===== config.mk =====
export PLATFORM = sky130hd
export DESIGN_NAME = imm_gen_pipe
export DESIGN_NICKNAME = d
export VERILOG_FILES = /design/src/rtl/imm_gen_pipe.sv
export SDC_FILE = /design/constraint.sdc
export NUM_CORES = 1
export LEC_CHECK = 0
export CAP_MARGIN = 20
export CORE_MARGIN = 1.5
export CORE_UTILIZATION = 43
export DETAILED_ROUTE_END_ITERATION = 8
export PLACE_DENSITY = 0.77
export SYNTH_ARGS = -nofsm -noshare
export SYNTH_HDL_FRONTEND = slang
export SYNTH_SLANG_ARGS = --single-unit

===== constraint.sdc =====
create_clock -name clk -period 4.5 [get_ports clk]
set_clock_uncertainty 0.2 [all_clocks]
set_input_delay 1.125 -clock clk [delete_from_list [all_inputs] [get_ports clk]]
set_output_delay 1.125 -clock clk [all_outputs]
set_load 0.03 [all_outputs]

===== src/rtl/imm_gen_pipe.sv =====
// RISC-V immediate generator with registered output stage and 2-entry skid buffer.
// Latency: 1 cycle from accept to out_valid; sustains one instruction per cycle.
// Backpressure: in_ready is registered and drops only while both entries are occupied.
module imm_gen_pipe #(
    parameter int XLEN     = 32,
    parameter bit SIGN_EXT = 1'b1
) (
    input  logic            clk,
    input  logic            rst,
    input  logic            in_valid,
    output logic            in_ready,
    input  logic [31:0]     in_instr,
    input  logic [XLEN-1:0] in_pc,
    output logic            out_valid,
    input  logic            out_ready,
    output logic [XLEN-1:0] out_imm,
    output logic [2:0]      out_fmt,
    output logic            out_illegal,
    output logic [XLEN-1:0] out_target,
    output logic [XLEN-1:0] out_pc
);

    localparam logic [2:0] FMT_NONE  = 3'd0;
    localparam logic [2:0] FMT_I     = 3'd1;
    localparam logic [2:0] FMT_S     = 3'd2;
    localparam logic [2:0] FMT_B     = 3'd3;
    localparam logic [2:0] FMT_U     = 3'd4;
    localparam logic [2:0] FMT_J     = 3'd5;
    localparam logic [2:0] FMT_SHAMT = 3'd6;

    typedef struct packed {
        logic [XLEN-1:0] imm;
        logic [2:0]      fmt;
        logic            ill;
        logic [XLEN-1:0] tgt;
        logic [XLEN-1:0] pc;
    } res_t;

    typedef enum logic [1:0] {
        EMPTY = 2'd0,
        ONE   = 2'd1,
        FULL  = 2'd2
    } state_t;

    logic [6:0]      opcode;
    logic [2:0]      funct3;
    logic            sbit;
    logic [31:0]     imm32;
    logic [2:0]      fmt_dec;
    logic            ill_dec;
    logic            use_tgt;
    logic [XLEN-1:0] imm_dec;
    res_t            dec;

    state_t          state_q, state_d;
    logic            in_ready_q;
    res_t            out_q, skid_q;
    logic            in_fire, out_fire;
    logic            load_out_in, load_out_skid, load_skid;

    assign opcode = in_instr[6:0];
    assign funct3 = in_instr[14:12];
    // With SIGN_EXT=0 every field is zero-extended from its own width.
    assign sbit   = SIGN_EXT ? in_instr[31] : 1'b0;

    // Decode opcode into format, legality and a 32-bit immediate.
    always_comb begin
        fmt_dec = FMT_NONE;
        ill_dec = 1'b0;
        use_tgt = 1'b0;
        imm32   = 32'd0;
        case (opcode)
            7'b0010011: begin
                if (funct3 == 3'd1 || funct3 == 3'd5) begin
                    // RV64 shifts take a 6-bit shamt; bit 30 (srai) is never part of it.
                    fmt_dec = FMT_SHAMT;
                    imm32   = {26'd0, (XLEN == 64) ? in_instr[25] : 1'b0, in_instr[24:20]};
                end else begin
                    fmt_dec = FMT_I;
                    imm32   = {{20{sbit}}, in_instr[31:20]};
                end
            end
            7'b0011011: begin
                if (XLEN == 64) begin
                    if (funct3 == 3'd1 || funct3 == 3'd5) begin
                        fmt_dec = FMT_SHAMT;
                        imm32   = {27'd0, in_instr[24:20]};
                    end else begin
                        fmt_dec = FMT_I;
                        imm32   = {{20{sbit}}, in_instr[31:20]};
                    end
                end else begin
                    ill_dec = 1'b1;
                end
            end
            7'b0000011, 7'b1100111, 7'b1110011: begin
                fmt_dec = FMT_I;
                imm32   = {{20{sbit}}, in_instr[31:20]};
            end
            7'b0100011: begin
                fmt_dec = FMT_S;
                imm32   = {{20{sbit}}, in_instr[31:25], in_instr[11:7]};
            end
            7'b1100011: begin
                fmt_dec = FMT_B;
                use_tgt = 1'b1;
                imm32   = {{19{sbit}}, in_instr[31], in_instr[7], in_instr[30:25],
                           in_instr[11:8], 1'b0};
            end
            7'b1101111: begin
                fmt_dec = FMT_J;
                use_tgt = 1'b1;
                imm32   = {{11{sbit}}, in_instr[31], in_instr[19:12], in_instr[20],
                           in_instr[30:21], 1'b0};
            end
            7'b0110111: begin
                fmt_dec = FMT_U;
                imm32   = {in_instr[31:12], 12'd0};
            end
            7'b0010111: begin
                fmt_dec = FMT_U;
                use_tgt = 1'b1;
                imm32   = {in_instr[31:12], 12'd0};
            end
            7'b0110011, 7'b0111011: begin
                fmt_dec = FMT_NONE;
            end
            default: begin
                ill_dec = 1'b1;
            end
        endcase
    end

    // Widen to XLEN; bit 31 of imm32 already carries the sign for every signed format.
    generate
        if (XLEN == 64) begin : g_x64
            assign imm_dec = {{32{SIGN_EXT & imm32[31]}}, imm32};
        end else begin : g_x32
            assign imm_dec = imm32;
        end
    endgenerate

    assign dec.imm = imm_dec;
    assign dec.fmt = fmt_dec;
    assign dec.ill = ill_dec;
    assign dec.tgt = use_tgt ? (in_pc + imm_dec) : '0;
    assign dec.pc  = in_pc;

    assign in_fire   = in_valid & in_ready_q;
    assign out_valid = (state_q != EMPTY);
    assign out_fire  = out_valid & out_ready;

    // Skid-buffer next state and register load selects.
    always_comb begin
        state_d       = state_q;
        load_out_in   = 1'b0;
        load_out_skid = 1'b0;
        load_skid     = 1'b0;
        case (state_q)
            EMPTY: begin
                if (in_fire) begin
                    load_out_in = 1'b1;
                    state_d     = ONE;
                end
            end
            ONE: begin
                if (in_fire && out_fire) begin
                    load_out_in = 1'b1;
                end else if (in_fire) begin
                    load_skid = 1'b1;
                    state_d   = FULL;
                end else if (out_fire) begin
                    state_d = EMPTY;
                end
            end
            FULL: begin
                if (out_fire) begin
                    load_out_skid = 1'b1;
                    state_d       = ONE;
                end
            end
            default: begin
                state_d = EMPTY;
            end
        endcase
    end

    // State register; in_ready is precomputed from the next state so it is a flop output.
    always_ff @(posedge clk) begin
        if (rst) begin
            state_q    <= EMPTY;
            in_ready_q <= 1'b1;
        end else begin
            state_q    <= state_d;
            in_ready_q <= (state_d != FULL);
        end
    end

    // Output and skid data registers; only written on an accepted transfer.
    always_ff @(posedge clk) begin
        if (rst) begin
            out_q  <= '0;
            skid_q <= '0;
        end else begin
            if (load_out_in) begin
                out_q <= dec;
            end else if (load_out_skid) begin
                out_q <= skid_q;
            end
            if (load_skid) begin
                skid_q <= dec;
            end
        end
    end

    assign in_ready    = in_ready_q;
    assign out_imm     = out_q.imm;
    assign out_fmt     = out_q.fmt;
    assign out_illegal = out_q.ill;
    assign out_target  = out_q.tgt;
    assign out_pc      = out_q.pc;

endmodule

==> run metrics <==
status complete, no violations; CTS tree done; worst path required time 4.75 ns; Die H 156 µm; Worst setup EP type flop; RD Place Congestion 0.945; antenna violations before repair 0; CTS Hold Bufs 0; Post-synth EDFFs 0; Yosys reg bits 203; latest clock arrival within the worst-skew pair 0.50 ns; Slew Viols, Final 0; CTS H-tree lvls 1; f_max 228 MHz; highest layer used for signal routing met4; top-area cell type share of the netlist area 0.403; ys async rst share 0; FILL cells 1948; Non-Filler Cell Area, Final 14400 µm²; M1 WL 14.5 mm; Worst Path Max Fanout 4; Max VDD drop 0.215 mV; Power Dens Cells 320 nW/µm²; worst path arrival time 4.63 ns; met3 wire length 1.79 mm; # diodes 0; Post-Syn Instances 1295; Worst Path Class, Setup in2reg; Slew @ Worst Pin 0.912 ns; WHS 0.253 ns; total CTS buffers 23; vias per cell 5.50; Mapped Nets 1395; DR WL/cell 17.7 µm; Syn-to-layout area delta 43.0%; commonest non-fill, non-tap cell in the layout nand2_1; CP max stage delay 0.50 ns; Yosys warnings 0; Main synth FF type dfxtp_1; worst hold path type reg2reg; crit-path cells clkdlybuf4s50_1 -> nor2_1 -> a21o_1 -> a22oi_2 -> nor2_2 -> a22oi_2 -> inv_1 -> fa_1 -> a21o_1 -> a311oi_4 -> buf_4 -> nand2b_4 -> o211ai_1 -> or3_1 -> o31ai_1 -> a221o_1; CTS max path bufs 3; Remaining DRCs 0; sequential area share after synthesis 0.403; starting DRC count in detailed routing 933; largest cells by area after synthesis dfxtp_1, nand2_1, a21oi_1, nor2_1, a311oi_1; Layout Cells excl Fill 1912; GR Overflow Total 0; DP Wirelength 24.4 mm; clk sinks 203; final hold violation count 0; CP Launch Type input port; area leader, netlist dfxtp_1; nets@finish 1685; die area 24400 µm²; Routed Wire Length 33.9 mm; vias in the first global route 9875; crit share post-route 0.973; antenna viol nets, final 0; Setup Viol. Count Final 0; CP max-delay cell clkdlybuf4s50_1; total number of vias 10500; largest net degree at the start of global routing 88; post-synthesis cell area 10100 µm²; met2 wire length 16.9 mm; All-Layer GR Usage 0.265; I/O Pins 170; Starting Density 0.441; row cnt 55; Root Driver clkbuf_16; Synth cell types 65; DRT Pass-1 Iters 5; slew margin rel. 0.392; most frequent cells in the layout nand2_1, dfxtp_1, buf_4; Reg clk slew, reported paths 0.06 ns; cell total after placement 1866; leak pwr 5.66 nW; DP Area 13300 µm²; share of layout cells above drive strength 1 0.197; Tmin final 4.38 ns; port bufs 169; MaxCap Viol Count 0; DIE WIDTH 156 µm; Core Area 22800 µm²; first-pass GRT wire length 51.5 mm; Avg Cell Area, Syn 7.79 µm²
area by class of cell:
class                      count  area [µm²]  share of cell area
clock buffer                  30         642              0.0445
clock inverter                 9        78.8             0.00547
inverter                      30         113             0.00781
multi-input combinational    964        5920               0.411
sequential                   203        4060               0.282
tap                          313         392              0.0272
timing repair buffer         363        3210               0.222
cells in the mapped netlist (3+ instances only):
master and n:
nand2_1 275, dfxtp_1 203, nor2_1 129, a21oi_1 122, clkbuf_1 83, a311oi_1 49
a211oi_1 43, ha_1 31, o21ai_1 29, inv_1 28, o22ai_1 25, and3_1 20
a22oi_1 18, nor3_1 17, o21ai_0 16, mux2i_1 15, xnor2_1 15, xor2_1 14
nand3_1 13, nor2b_1 11, a22o_1 10, a21o_1 9, buf_2 9, nor4_1 9
nand4_1 8, o2bb2ai_1 8, nand2b_1 7, and2_1 6, buf_1 6, a31oi_1 5
o211ai_1 5, a2111oi_0 4, o21a_1 4, o21bai_1 4, o31ai_1 4, nand3b_1 3
or2_1 3
what timing repair did:
action | in CTS | in global routing
endpoints found under the setup margin | 12 | 40
pin swaps | 3 | 21
buffers inserted | 2 | 5
gates cloned | 0 | 0
hold endpoints to repair | 0 | 0
resized for setup | 12 | 74
path summary, 6_finish.rpt:
path                               endpoint  cells after the start         from  slack, ns
worst min-delay path             skid_q[61]                      2   skid_q[61]       0.25
worst max register to register  out_imm[31]                      5   state_q[1]       2.03
worst min register to register   skid_q[61]                      2   skid_q[61]       0.25
worst max-delay path             skid_q[58]                     16  in_instr[3]       0.12
registers in the layout, indices dropped and copies added (netlist names):
| name | cells |
|---|---|
| skid_q | 100 |
| out_imm | 32 |
| out_pc | 32 |
| out_target | 32 |
| out_fmt | 3 |
| state_q | 2 |
| in_ready | 1 |
| out_illegal | 1 |
cells by family after synthesis:
family	Yosys count	share of synthesized area
flip-flops	203	0.403
buffers and inverters	128	0.0488
XOR/XNOR	29	0.0252
AND/OR/NAND/NOR	511	0.216
multiplexers	15	0.0149
AO/OA/AOI/OAI	377	0.252
adder cells (fa/ha/maj)	32	0.0405
through the flow:
stage | total power [mW] | setup TNS [ns] | utilization | worst slack (ns)
after floorplan | 2.41 | 0 | - | 0.0326
after global placement | 2.79 | -18.83 | 0.580 | -0.615
after detailed placement | 2.80 | -22.88 | 0.580 | -0.678
after CTS | 4.60 | 0 | 0.615 | 0.0117
after global routing | 4.77 | -0.0816 | 0.631 | -0.0535
final | 4.61 | 0 | 0.631 | 0.123
routing by layer:
layer	vias up	GRT usage
met2	304	0.476
met3	40	0.0350
met1	5004	0.335
li1	5164	-
met5	-	0
met4	0	0.0608
worst max-delay path: cells and delay by family:
family                     cells  cell delay, ns
AOI/OAI and AO/OA              8            1.59
and+or+nand+nor                4            0.71
adders and majority gates      1            0.42
buffers and inverters          3            0.79
report_power, final:
group	total, mW	switching [mW]	internal (mW)
Sequential	1.92	0.0453	1.88
Clock	1.81	0.749	1.06
Combinational	0.881	0.502	0.379
Total	4.61	1.30	3.32
No activity file was read; power rests on OpenSTA's default activity.
